==> src/rtl/mem_loader.sv <==
// Button-driven program writer: keys 12-bit words one nibble at a time and writes them to
// instruction memory at word-aligned, wrapping addresses. Optional readback check: LOADER_VERIFY_EN.
module mem_loader #(
  parameter int MEM_SIZE          = 64,
  parameter int DEBOUNCE_CYCLES   = 500000,
  parameter int LONG_PRESS_CYCLES = 50000000
) (
  input  logic        sys_clk,
  input  logic        sys_rst,
  input  logic        button,
  output logic        wr_req,
  input  logic        wr_ack,
  output logic [31:0] wr_addr,
  output logic [31:0] wr_data,
  output logic [31:0] rd_addr,
  input  logic [31:0] rd_data,
  output logic [3:0]  edit_val,
  output logic [2:0]  edit_sel,
  output logic        err,
  output logic [1:0]  state_dbg
);

  localparam int DB_W = $clog2(DEBOUNCE_CYCLES + 1);
  localparam int LP_W = $clog2(LONG_PRESS_CYCLES + 1);
  localparam logic [DB_W-1:0] DB_LAST   = DB_W'(DEBOUNCE_CYCLES - 1);
  localparam logic [LP_W-1:0] LP_MAX    = LP_W'(LONG_PRESS_CYCLES);
  localparam logic [31:0]     LAST_ADDR = 32'(MEM_SIZE - 4);

`ifdef LOADER_VERIFY_EN
  typedef enum logic [1:0] {EDIT = 2'd0, WRITE = 2'd1, NEXT = 2'd2, VERIFY = 2'd3} state_t;
`else
  typedef enum logic [1:0] {EDIT = 2'd0, WRITE = 2'd1, NEXT = 2'd2} state_t;
`endif

  state_t            state_q, state_d;
  logic              btn_meta, btn_sync, db_level, db_toggle;
  logic [DB_W-1:0]   db_cnt;
  logic [LP_W-1:0]   press_timer;
  logic              ev_short, ev_long;
  logic [3:0]        nib0, nib1, nib2;
  logic [31:0]       addr_inc;

  assign state_dbg = state_q;
  assign db_toggle = (btn_sync != db_level) && (db_cnt == DB_LAST);
  assign addr_inc  = wr_addr + 32'd4;

  // Synchroniser, debouncer, press timer and one-cycle press events on debounced release.
  always_ff @(posedge sys_clk) begin
    if (sys_rst) begin
      btn_meta    <= 1'b0;
      btn_sync    <= 1'b0;
      db_level    <= 1'b0;
      db_cnt      <= '0;
      press_timer <= '0;
      ev_short    <= 1'b0;
      ev_long     <= 1'b0;
    end else begin
      btn_meta <= button;
      btn_sync <= btn_meta;
      if (btn_sync == db_level) db_cnt <= '0;
      else if (db_toggle) begin
        db_level <= ~db_level;
        db_cnt   <= '0;
      end else db_cnt <= db_cnt + DB_W'(1);
      if (db_toggle && !db_level) press_timer <= '0;
      else if (db_level && press_timer != LP_MAX) press_timer <= press_timer + LP_W'(1);
      ev_short <= db_toggle && db_level && (press_timer != LP_MAX);
      ev_long  <= db_toggle && db_level && (press_timer == LP_MAX);
    end
  end

  always_comb begin
    state_d = state_q;
    case (state_q)
      EDIT:  if (ev_long && edit_sel == 3'b100) state_d = WRITE;
`ifdef LOADER_VERIFY_EN
      WRITE: if (wr_req && wr_ack) state_d = VERIFY;
      VERIFY: state_d = NEXT;
`else
      WRITE: if (wr_req && wr_ack) state_d = NEXT;
`endif
      NEXT:  state_d = EDIT;
      default: state_d = EDIT;
    endcase
  end

  always_comb begin
    edit_val = nib0;
    case (edit_sel)
      3'b010:  edit_val = nib1;
      3'b100:  edit_val = nib2;
      default: edit_val = nib0;
    endcase
  end

  // Handshake: a write transfers on a cycle with wr_req & wr_ack both high; wr_req, wr_addr and
  // wr_data stay stable from wr_req rising until that cycle, and wr_ack alone has no effect.
  always_ff @(posedge sys_clk) begin
    if (sys_rst) begin
      state_q  <= EDIT;
      wr_req   <= 1'b0;
      wr_addr  <= '0;
      wr_data  <= '0;
      nib0     <= '0;
      nib1     <= '0;
      nib2     <= '0;
      edit_sel <= 3'b001;
`ifdef LOADER_VERIFY_EN
      rd_addr  <= '0;
      err      <= 1'b0;
`endif
    end else begin
      state_q <= state_d;
      case (state_q)
        EDIT: begin
          if (ev_short) begin
            case (edit_sel)
              3'b010:  nib1 <= nib1 + 4'd1;
              3'b100:  nib2 <= nib2 + 4'd1;
              default: nib0 <= nib0 + 4'd1;
            endcase
          end else if (ev_long) begin
            if (edit_sel == 3'b100) begin
              wr_data <= {20'd0, nib2, nib1, nib0};
              wr_req  <= 1'b1;
            end else edit_sel <= {edit_sel[1:0], 1'b0};
          end
        end
        WRITE: begin
          if (wr_req && wr_ack) begin
            wr_req <= 1'b0;
`ifdef LOADER_VERIFY_EN
            // Readback address is presented during the acknowledge transition.
            rd_addr <= wr_addr;
`endif
          end
        end
`ifdef LOADER_VERIFY_EN
        VERIFY: if (rd_data != wr_data) err <= 1'b1;
`endif
        NEXT: begin
          wr_addr  <= (addr_inc > LAST_ADDR) ? 32'd0 : addr_inc;
          nib0     <= '0;
          nib1     <= '0;
          nib2     <= '0;
          edit_sel <= 3'b001;
        end
        default: ;
      endcase
    end
  end

`ifndef LOADER_VERIFY_EN
  logic unused_rd;
  assign unused_rd = ^rd_data;
  assign rd_addr   = 32'd0;
  assign err       = 1'b0;
`endif

endmodule

==> config.mk <==
export PLATFORM = sky130hd
export DESIGN_NAME = mem_loader
export DESIGN_NICKNAME = d
export VERILOG_FILES = /design/src/rtl/mem_loader.sv
export SDC_FILE = /design/constraint.sdc
export NUM_CORES = 1
export LEC_CHECK = 0
export CAP_MARGIN = 5
export CORE_UTILIZATION = 49
export DETAILED_ROUTE_END_ITERATION = 6
export HOLD_SLACK_MARGIN = 0.03
export PLACE_DENSITY_LB_ADDON = 0.08
export SYNTH_ARGS = -nofsm -noshare
export SYNTH_HDL_FRONTEND = slang
export SYNTH_SLANG_ARGS = --single-unit
export TNS_END_PERCENT = 50
==> constraint.sdc <==
create_clock -name sys_clk -period 2.5 [get_ports sys_clk]
set_input_delay 0.5 -clock sys_clk [delete_from_list [all_inputs] [get_ports sys_clk]]
set_output_delay 0.5 -clock sys_clk [all_outputs]
set_load 0.01 [all_outputs]
==> results.sh <==
export IMPL_swShare_pct=22.1
export IMPL_slew_headroom_pct=63.0
export IMPL_regArea_sq_um=2200
export IMPL_cts_root_buffer="clkbuf_8"
export IMPL_dpl_hpwl_microns=7650
export IMPL_hold_class="reg -> reg"
export IMPL_clock_skew_ns=0.0148
export IMPL_synthArstFlopShare_pct=0
export IMPL_overflow=0
export IMPL_arrival_ns=2.67
export IMPL_seq_power_share_pct=57.9
export IMPL_grt_pass1_vias=3874
export IMPL_cts_sinks=110
export IMPL_critPathMaxFanout=11
export IMPL_yosys_top_cells_count="dfxtp_1, nor2_1, nand2_1"
export IMPL_crit_start="wr_addr[14]"
export IMPL_first_iter_violations=151
export IMPL_outcome="finished clean"
export IMPL_postSynthAreaPerCell_sq_um=8.62
export IMPL_cp_endpoint="wr_addr[3]"
export IMPL_wl_per_cell_microns=12.8
export IMPL_cts_hold_buffers=0
export IMPL_power_density_nw_per_um2=488
export IMPL_crit_path_end_kind="flip-flop"
export IMPL_p_leak_uw=0.00232
export IMPL_grt_antenna_before_repair=0
export IMPL_max_freq_mhz=424
export IMPL_io_buffer_count=55
export IMPL_rsz0062_at_grt="true"
export IMPL_grtUsageTotal_pct=19.3
export IMPL_hold_depth=1
export IMPL_tightestPinTransition_ns=0.547
export IMPL_clk_insertion_delay_late_ns=0.38
export IMPL_synth_most_common_cell="dfxtp_1"
export IMPL_r2r_end="wr_addr[3]"
export IMPL_die_area_sq_um=11400
export IMPL_synth_cells=625
export IMPL_vias=4217
export IMPL_worstPathCellList="nand4_1 > or4_4 > nor3_1 > nand4_1 > a211oi_2 > nand4_4 > o21ai_2"
export IMPL_core_area_sq_um=10500
export IMPL_start_util_pct=51.3
export IMPL_final_nets=735
export IMPL_cts_buffers_inserted=9
export IMPL_post_cts_buffers=0
export IMPL_rrSetupSlack_ns=0.14
export IMPL_ys_seq_area_share_pct=40.9
export IMPL_p_int_uw=2360
export IMPL_cpMaxStageDelayCell="or4_4"
export IMPL_synth_top_cell_by_area="dfxtp_1"
export IMPL_total_power_uw=3030
export IMPL_setup_tns_ns=0
export IMPL_synth_edff_count=0
export IMPL_r2r_start="wr_addr[14]"
export IMPL_syn_area_sq_um=5390
export IMPL_ir_worst_vdd_v=0.000375
export IMPL_cp_start_kind="flip-flop"
export IMPL_drc=0
export IMPL_power_frac_comb_pct=2.5
export IMPL_yosys_most_used_dff="dfxtp_1"
export IMPL_path_depth=7
export IMPL_synthTopCellsByArea="dfxtp_1, buf_4, nor2_1"
export IMPL_crit_family="simple AND/OR/NAND/NOR gates"
export IMPL_n_fill_cell=963
export IMPL_hold_ws_ns=0.452
export IMPL_via_per_inst=5.08
export IMPL_max_stage_delay_ns=0.63
export IMPL_cp_common_cell="nand4_1"
export IMPL_multi_input_area_sq_um=2880
export IMPL_r2r_cells=7
export IMPL_cts_clk_slew_worst_paths_ns=0.10
export IMPL_grt_pass1_wl_microns=17700
export IMPL_clkPwrFrac_pct=39.6
export IMPL_slew_violations=0
export IMPL_diodes=0
export IMPL_min_period_ns=2.36
export IMPL_pin_count=143
export IMPL_wl_microns=10600
export IMPL_ys_warn_count=0
export IMPL_critical_path_required_ns=2.81
export IMPL_period_share_pct=94.3
export IMPL_final_util_pct=59.1
export IMPL_critPathKind="reg -> reg"
export IMPL_yosys_register_bits=110
export IMPL_clockBufferDepth=2
export IMPL_die_y_microns=107
export IMPL_cts_max_level=3
export IMPL_row_count=37
export IMPL_chipWidth_microns=107
export IMPL_first_pass_iters=4
export IMPL_syn2layout_area_growth_pct=15.3
export IMPL_cts_tree="built"
export IMPL_hold_viol_final=0
export IMPL_final_setup_viol_count=0
export IMPL_grt_max_degree=29
export IMPL_synth_cell_types=55
export IMPL_gp_congestion=0.795
export IMPL_switchingPower_uw=671
export IMPL_critPathBufInv=0
export IMPL_cap_violations=0
export IMPL_ant_nets=0
export IMPL_drive_gt1_share_pct=7.20
export IMPL_synth_top_area_share_pct=40.9
placed cells by master, fill, tap and decap left out, types with 18 or more instances in the layout:
cell and n:
buf_4 18, nand3_1 30, clkdlybuf4s50_1 51, dfxtp_1 109
xnor2_1 22, xor2_1 35, and2_1 25, nand2_1 67
conb_1 55, nor2_1 82, nand4_1 19
flip-flops by register name, indices dropped and copies added, names as in the netlist:
signal,count
wr_data,12
ev_short,1
ev_long,1
edit_sel,3
db_level,1
wr_addr,30
press_timer,26
btn_sync,1
nib2,4
wr_req,1
btn_meta,1
state_dbg,2
nib0,4
db_cnt,19
nib1,4
through the flow:
stage	std cells	area [sq um]	worst slack [ns]
after global routing	830	6210	-0.0301
after CTS	830	6180	0.000605
after detailed placement	815	5960	0.120
after global placement	815	5960	0.204
after floorplan	679	5590	0.215
final	830	6210	0.143
power by group through the flow:
stage / registers, uW / clock network (uW) / logic, uW
CTS: 1750 / 1240 / 76.5
floorplan: 1790 / 0 / 122
global route: 1750 / 1300 / 87.4
global placement: 1790 / 0 / 75.6
finish: 1750 / 1200 / 77.0
detailed placement: 1790 / 0 / 76.3
final cells by class:
class                   instances  area share (%)
clock inverters                 4            1.27
inverters                      11           0.665
clock buffers                  11            2.28
flip-flops and latches        110            35.5
repair buffers                 73            11.2
multi-input cells             485            46.4
well taps                     136            2.74
worst min path at each step:
stage,start,endpoint
detailed placement,btn_meta,btn_sync
floorplan,btn_meta,btn_sync
global route,btn_meta,btn_sync
global placement,btn_meta,btn_sync
finish,btn_meta,btn_sync
CTS,btn_meta,btn_sync
logic make-up (layout without fill, tap and decap cells):
family | after synthesis | in the layout | share of synthesized area (%)
and+or+nand+nor | 297 | 297 | 28.1
DFF | 110 | 110 | 40.9
buffers and inverters | 84 | 99 | 9.82
AOI/OAI and AO/OA | 58 | 58 | 8.06
xor gates and xnor gates | 57 | 57 | 9.27
adders and majority gates | 9 | 9 | 2.09
muxes | 9 | 9 | 1.67
other | 1 | 55 | 0.0696
routing by layer:
layer	vias to the layer above	global-route usage (%)	part of all wire [%]
met5	-	0	0
met4	0	6.95	1.4
li1	2159	-	-
met1	1947	24.7	49
met2	96	30.9	46
met3	15	5.29	4.5
timing repair:
action                     4_1_cts  5_1_grt
resized for setup                2        8
setup endpoints to repair        4       10
pin swaps                        1        0
(Power assumes the default switching activity.)
